==> config.mk <==
export PLATFORM = sky130hd
export DESIGN_NAME = tx_arbiter
export DESIGN_NICKNAME = d
export VERILOG_FILES = /design/src/rtl/tx_arb_pkg.sv /design/src/rtl/tx_arbiter_rr_pick.sv /design/src/rtl/tx_arbiter.sv
export SDC_FILE = /design/constraint.sdc
export NUM_CORES = 1
export LEC_CHECK = 0
export ABC_AREA = 0
export BUFFER_PORTS_ARGS = -buffer_cell sky130_fd_sc_hd__buf_2
export CAP_MARGIN = 5
export CORE_ASPECT_RATIO = 0.9
export CORE_MARGIN = 1
export CORE_UTILIZATION = 45
export CTS_CLUSTER_DIAMETER = 40
export DETAILED_ROUTE_END_ITERATION = 12
export HOLD_SLACK_MARGIN = 0.15
export MAX_ROUTING_LAYER = met4
export PLACE_DENSITY_LB_ADDON = 0.25
export SYNTH_ARGS = -nofsm -noshare
export SYNTH_HDL_FRONTEND = slang
export SYNTH_HIERARCHICAL = 1
export SYNTH_SLANG_ARGS = --single-unit
==> constraint.sdc <==
create_clock -name i_clk -period 2.1 [get_ports i_clk]
set_clock_uncertainty 0.15 [all_clocks]
set_input_delay 0.315 -clock i_clk [delete_from_list [all_inputs] [get_ports i_clk]]
set_output_delay 0.315 -clock i_clk [all_outputs]
set_load 0.01 [all_outputs]
==> src/rtl/tx_arb_pkg.sv <==
// Shared types and constants for the tx_arbiter slice.
//   tx_arb_state_t : arbiter FSM state (IDLE, HDR, BURST)
//   TX_ARB_HDR_TAG : upper nibble of the per-frame header byte
//   TX_ARB_CNT_W   : width of the per-grant payload byte counter
package tx_arb_pkg;

  typedef enum logic [1:0] {
    IDLE  = 2'd0,
    HDR   = 2'd1,
    BURST = 2'd2
  } tx_arb_state_t;

  localparam logic [3:0]  TX_ARB_HDR_TAG = 4'hA;
  localparam int unsigned TX_ARB_CNT_W   = 8;

endpackage

==> src/rtl/tx_arbiter_rr_pick.sv <==
// rr_pick: combinational round-robin picker.
// Ports:
//   req   : request vector, one bit per requester
//   ptr   : index where the search starts (searches upward, wrapping)
//   idx   : first requesting index at or after ptr
//   found : at least one request bit is set
module rr_pick #(
  parameter int unsigned NUM_REQ = 4,
  localparam int unsigned IdxW = $clog2(NUM_REQ)
) (
  input  logic [NUM_REQ-1:0] req,
  input  logic [IdxW-1:0]    ptr,
  output logic [IdxW-1:0]    idx,
  output logic               found
);

  always_comb begin
    int unsigned c;
    c     = 0;
    idx   = '0;
    found = 1'b0;
    for (int unsigned i = 0; i < NUM_REQ; i++) begin
      c = (32'(ptr) + i) % NUM_REQ;
      if (!found && req[c]) begin
        found = 1'b1;
        idx   = IdxW'(c);
      end
    end
  end

endmodule

==> src/rtl/tx_arbiter.sv <==
// tx_arbiter: packet-granular round-robin arbiter sharing one UART transmitter
// between NUM_REQ byte-stream requesters. Presents a TX-queue style interface.
// The grant is held until the granted requester's frame ends (last byte acked)
// or MAX_BURST bytes have been acked, so frames never interleave.
// Optional feature macro: TX_ARB_HEADER_EN -- emits a header byte
// {TX_ARB_HDR_TAG, grant} before each burst.
// Ports:
//   i_clk, i_rst_n : clock, asynchronous active-low reset
//   i_req_valid    : per-requester byte available
//   i_req_data     : per-requester byte, requester r at [8r+7:8r]
//   i_req_last     : per-requester end-of-frame flag
//   o_req_ack      : per-requester one-cycle consume pulse (combinational)
//   o_data         : byte presented to the transmitter
//   o_txq_empty    : no byte available
//   i_deq_txq      : transmitter consumes o_data this cycle
//   o_busy         : a grant is held
//   o_grant_id     : granted requester index (held while idle)
module tx_arbiter
  import tx_arb_pkg::*;
#(
  parameter int unsigned NUM_REQ   = 4,
  parameter int unsigned MAX_BURST = 16,
  localparam int unsigned IdxW = $clog2(NUM_REQ)
) (
  input  logic                 i_clk,
  input  logic                 i_rst_n,
  input  logic [NUM_REQ-1:0]   i_req_valid,
  input  logic [NUM_REQ*8-1:0] i_req_data,
  input  logic [NUM_REQ-1:0]   i_req_last,
  output logic [NUM_REQ-1:0]   o_req_ack,
  output logic [7:0]           o_data,
  output logic                 o_txq_empty,
  input  logic                 i_deq_txq,
  output logic                 o_busy,
  output logic [IdxW-1:0]      o_grant_id
);

  localparam logic [TX_ARB_CNT_W-1:0] CntMax  = TX_ARB_CNT_W'(MAX_BURST - 1);
  localparam logic [IdxW-1:0]         LastIdx = IdxW'(NUM_REQ - 1);

  tx_arb_state_t           state_q, state_d;
  logic [IdxW-1:0]         grant_q, grant_d;
  logic [IdxW-1:0]         rr_ptr_q, rr_ptr_d;
  logic [TX_ARB_CNT_W-1:0] count_q, count_d;
  logic [IdxW-1:0]         pick_idx;
  logic                    pick_found;
  logic                    grant_valid;
  logic                    grant_last;
  logic [7:0]              grant_data;

  assign grant_valid = i_req_valid[grant_q];
  assign grant_last  = i_req_last[grant_q];
  assign grant_data  = i_req_data[{grant_q, 3'b000} +: 8];

  rr_pick #(
    .NUM_REQ(NUM_REQ)
  ) u_rr_pick (
    .req  (i_req_valid),
    .ptr  (rr_ptr_q),
    .idx  (pick_idx),
    .found(pick_found)
  );

  always_comb begin
    o_data      = '0;
    o_txq_empty = 1'b1;
    o_req_ack   = '0;
    state_d     = state_q;
    grant_d     = grant_q;
    rr_ptr_d    = rr_ptr_q;
    count_d     = count_q;
    unique case (state_q)
      IDLE: begin
        if (pick_found) begin
          grant_d = pick_idx;
          count_d = '0;
`ifdef TX_ARB_HEADER_EN
          state_d = HDR;
`else
          state_d = BURST;
`endif
        end
      end
`ifdef TX_ARB_HEADER_EN
      HDR: begin
        o_data      = {TX_ARB_HDR_TAG, 4'(grant_q)};
        o_txq_empty = 1'b0;
        // Header consumption acks nobody and is not counted.
        if (i_deq_txq) state_d = BURST;
      end
`endif
      BURST: begin
        o_data      = grant_data;
        o_txq_empty = !grant_valid;
        // A deq while the granted requester is stalled is ignored.
        if (i_deq_txq && grant_valid) begin
          o_req_ack[grant_q] = 1'b1;
          count_d            = count_q + 1'b1;
          if (grant_last || count_q == CntMax) begin
            state_d  = IDLE;
            rr_ptr_d = (grant_q == LastIdx) ? '0 : grant_q + 1'b1;
          end
        end
      end
      default: state_d = IDLE;
    endcase
  end

  always_ff @(posedge i_clk or negedge i_rst_n) begin
    if (!i_rst_n) begin
      state_q  <= IDLE;
      grant_q  <= '0;
      rr_ptr_q <= '0;
      count_q  <= '0;
    end else begin
      state_q  <= state_d;
      grant_q  <= grant_d;
      rr_ptr_q <= rr_ptr_d;
      count_q  <= count_d;
    end
  end

  assign o_busy     = (state_q != IDLE);
  assign o_grant_id = grant_q;

endmodule

==> key figures <==
Global routing
  – Initial antenna violation count: 0
  – Largest net degree at the start of global routing: 14
  – Grt ovf: 0
  – GRT Util Overall: 23.11%
  – Vias in the first global route: 1,046
  – First-pass GRT wire length: 4.464 mm

Clock tree
  – CTS Buf Count: 3
  – Clock Path Buffers: 2
  – Clock-pin slew on the worst setup and hold paths: 0.09 ns
  – H-Tree Level Count: 1
  – Clk root buf: clkbuf_4
  – Worst skew pair latency: 0.28 ns
  – TritonCTS clock tree: built
  – Clk sink count: 13

Timing
  – Worst-Margin Slew: 0.5224 ns
  – Tmin final: 2.098 ns
  – Hold WS: 0.2770 ns
  – Final Hold Viols: 0
  – Final max-slew violation count: 0
  – RSZ-0062 raised after global routing: true
  – Worst slew margin: 65.15%
  – Fmax: 476.7 MHz
  – Final Setup Violations: 0
  – Crit share post-route: 99.89%

Layout
  – Area Overhead vs Synth: 45.32%
  – Diode count: 0
  – Fillers: 182
  – Nets: 230
  – Layout cells sized above 1: 54.14%

Logic synthesis
  – Syn nets: 162
  – Synth Register Bits: 13
  – Warnings from Yosys: 6
  – Sequential share of the synthesized area: 29.31%
  – Mapped Cells: 114
  – Syn Std Cell Area: 1110 um2
  – Yosys cell types: 33
  – Syn avg cell area: 9.735 um2

Drt
  – Initial DRC Count: 36
  – DRC: 0
  – Vias/cell: 5.543
  – Drt pass-1 iters: 4
  – Total wire length: 3.046 mm
  – Routed Antenna Nets: 0
  – WL per Instance: 14.64 um
  – Vias: 1,153

Die
  – Die X: 54.35 um
  – Ports: 59
  – Initial core utilization: 49.50%
  – Die area: 2669 um2
  – Rows: 16
  – Core box area: 2242 um2
  – Die height: 49.11 um

Setup path
  – Critical path capture point type: output pin
  – Worst EP required: 1.63 ns
  – Critical path arrival: 1.63 ns
  – Crit path max fanout: 7
  – WS Path Type: register to output pin
  – Startpoint types: register
  – Worst setup path startpoint: o_grant_id[0]$_DFFE_PN0P_
  – Worst R2R Start: o_grant_id[1]$_DFFE_PN0P_

Worst hold path
  – Worst hold path class: input port to asynchronous set/reset pin

Placement
  – DP HPWL: 2.343 mm
  – Input/output buffers: 58
  – GP Congestion: 0.7866

Job
  – MaxCap Viol Count: 0

Status
  – Status: finished, final reports clean

Pwr
  – Peak supply drop: 0.8458 mV
  – Pleak: 0.7666 nW
  – P per Cell Area: 1106 nW/um2
  – Total Power: 0.001784 W
[what timing repair did]
action / in CTS / in global routing
hold buffers: 1 / 0
buffers inserted: 2 / 0
hold endpoints to repair: 13 / 0
pin swaps: 2 / 10
setup endpoints to repair: 13 / 12
resized for setup: 2 / 24
[worst max-delay path, cell delays in order, from the launching register on]
cell,delay [ns]
dfrtp_2,0.43
buf_8,0.15
mux4_2,0.50
and2_1,0.14
buf_2,0.13
[synth_stat cells]
library cell	instances	area, um2
nand2_2	1	6.260
o221ai_1	1	8.760
or3_1	4	25.02
inv_2	1	3.750
dfrtp_1	13	325.3
clkbuf_1	1	3.750
nand2b_1	2	12.51
and2_4	1	8.760
ha_1	5	62.56
buf_2	2	10.01
a21oi_4	1	16.27
nand4_1	1	6.260
nand3_1	4	20.02
o41ai_1	1	8.760
a21oi_1	9	45.04
nor2_1	3	11.26
nor2b_1	1	6.260
inv_1	11	41.29
a221o_1	1	10.01
and3_1	5	31.28
nand2_1	8	30.03
o21ai_0	5	25.02
and4_1	1	8.760
buf_6	1	11.26
o21ai_1	5	25.02
mux4_2	10	225.2
nor4_1	1	6.260
mux2i_1	2	20.02
and2_1	8	50.05
mux2_4	1	15.01
nor2_2	1	6.260
a21oi_2	2	17.52
and2_0	1	6.260
[cells in the final DEF, fill, tap and decap left out, types with 6 or more instances in the layout]
| master | n |
|---|---|
| buf_2 | 48 |
| dfrtp_1 | 12 |
| inv_1 | 11 |
| buf_6 | 11 |
| mux4_2 | 10 |
| a21oi_1 | 9 |
| and2_4 | 8 |
| nand2_1 | 8 |
| buf_4 | 6 |
[flip-flops by register name (all words and copies together), names as in the netlist]
name        flops
state_q         1
rr_ptr_q        2
o_grant_id      2
count_q         8
[logic make-up after synthesis]
| logic type | after synthesis | share of synthesized area, % |
|---|---|---|
| AO/OA/AOI/OAI | 25 | 14.09 |
| flip-flops | 13 | 29.31 |
| multiplexers | 13 | 23.45 |
| buffers and inverters | 16 | 6.313 |
| AND/OR/NAND/NOR | 42 | 21.20 |
| adder cells (fa/ha/maj) | 5 | 5.637 |
[layer usage]
layer | share of wire [%] | vias up | wire length, um | track usage, %
met2 | 49 | 64 | 1497 | 39.63
met4 | 0.62 | 0 | 19 | 3.846
met1 | 41 | 533 | 1260 | 29.12
met5 | 0 | - | 0 | -
li1 | - | 552 | - | -
met3 | 8.8 | 4 | 269 | 2.492
[layout make-up]
type	count	area (um2)	area share, %
clock buffer	4	26.28	1.629
multi-input combinational	85	747.0	46.31
inverter	12	45.04	2.793
timing repair buffer	67	434.2	26.92
sequential	13	326.6	20.25
tap	27	33.78	2.095
[where the power goes]
| group | internal (W) | total [W] | switching [W] |
|---|---|---|---|
| Clock | 0.0000737 | 0.000162 | 0.0000881 |
| Sequential | 0.000320 | 0.000421 | 0.000100 |
| Combinational | 0.000695 | 0.00120 | 0.000506 |
| Total | 0.00109 | 0.00178 | 0.000695 |
[final timing paths]
check	slack (ns)	to	cells after the start
max in group asynchronous	1.28	o_grant_id[0]$_DFFE_PN0P_	2
min	0.28	count_q[0]$_DFFE_PN0P_	2
min in group i_clk	0.28	state_q[1]$_DFFE_PN0P_	5
max	0.002	o_data[7]	4
min reg2reg	0.40	count_q[2]$_DFFE_PN0P_	1
max reg2reg	0.14	count_q[7]$_DFFE_PN0P_	6
[through the flow]
stage / worst slack [ns] / instances / TNS [ns] / util, % / area [um2]
6_report: 0.002387 / 208 / 0 / 71.93 / 1613
3_3_place_gp: 0.2112 / 201 / 0 / 64.84 / 1454
5_1_grt: -0.05372 / 208 / -0.3773 / 71.93 / 1613
2_1_floorplan: 0.1358 / 114 / 0 / - / 1110
4_1_cts: -0.009807 / 208 / -0.02461 / 67.35 / 1510
3_5_place_dp: 0.1532 / 201 / 0 / 64.84 / 1454
Power figures use the tool's default switching activity.
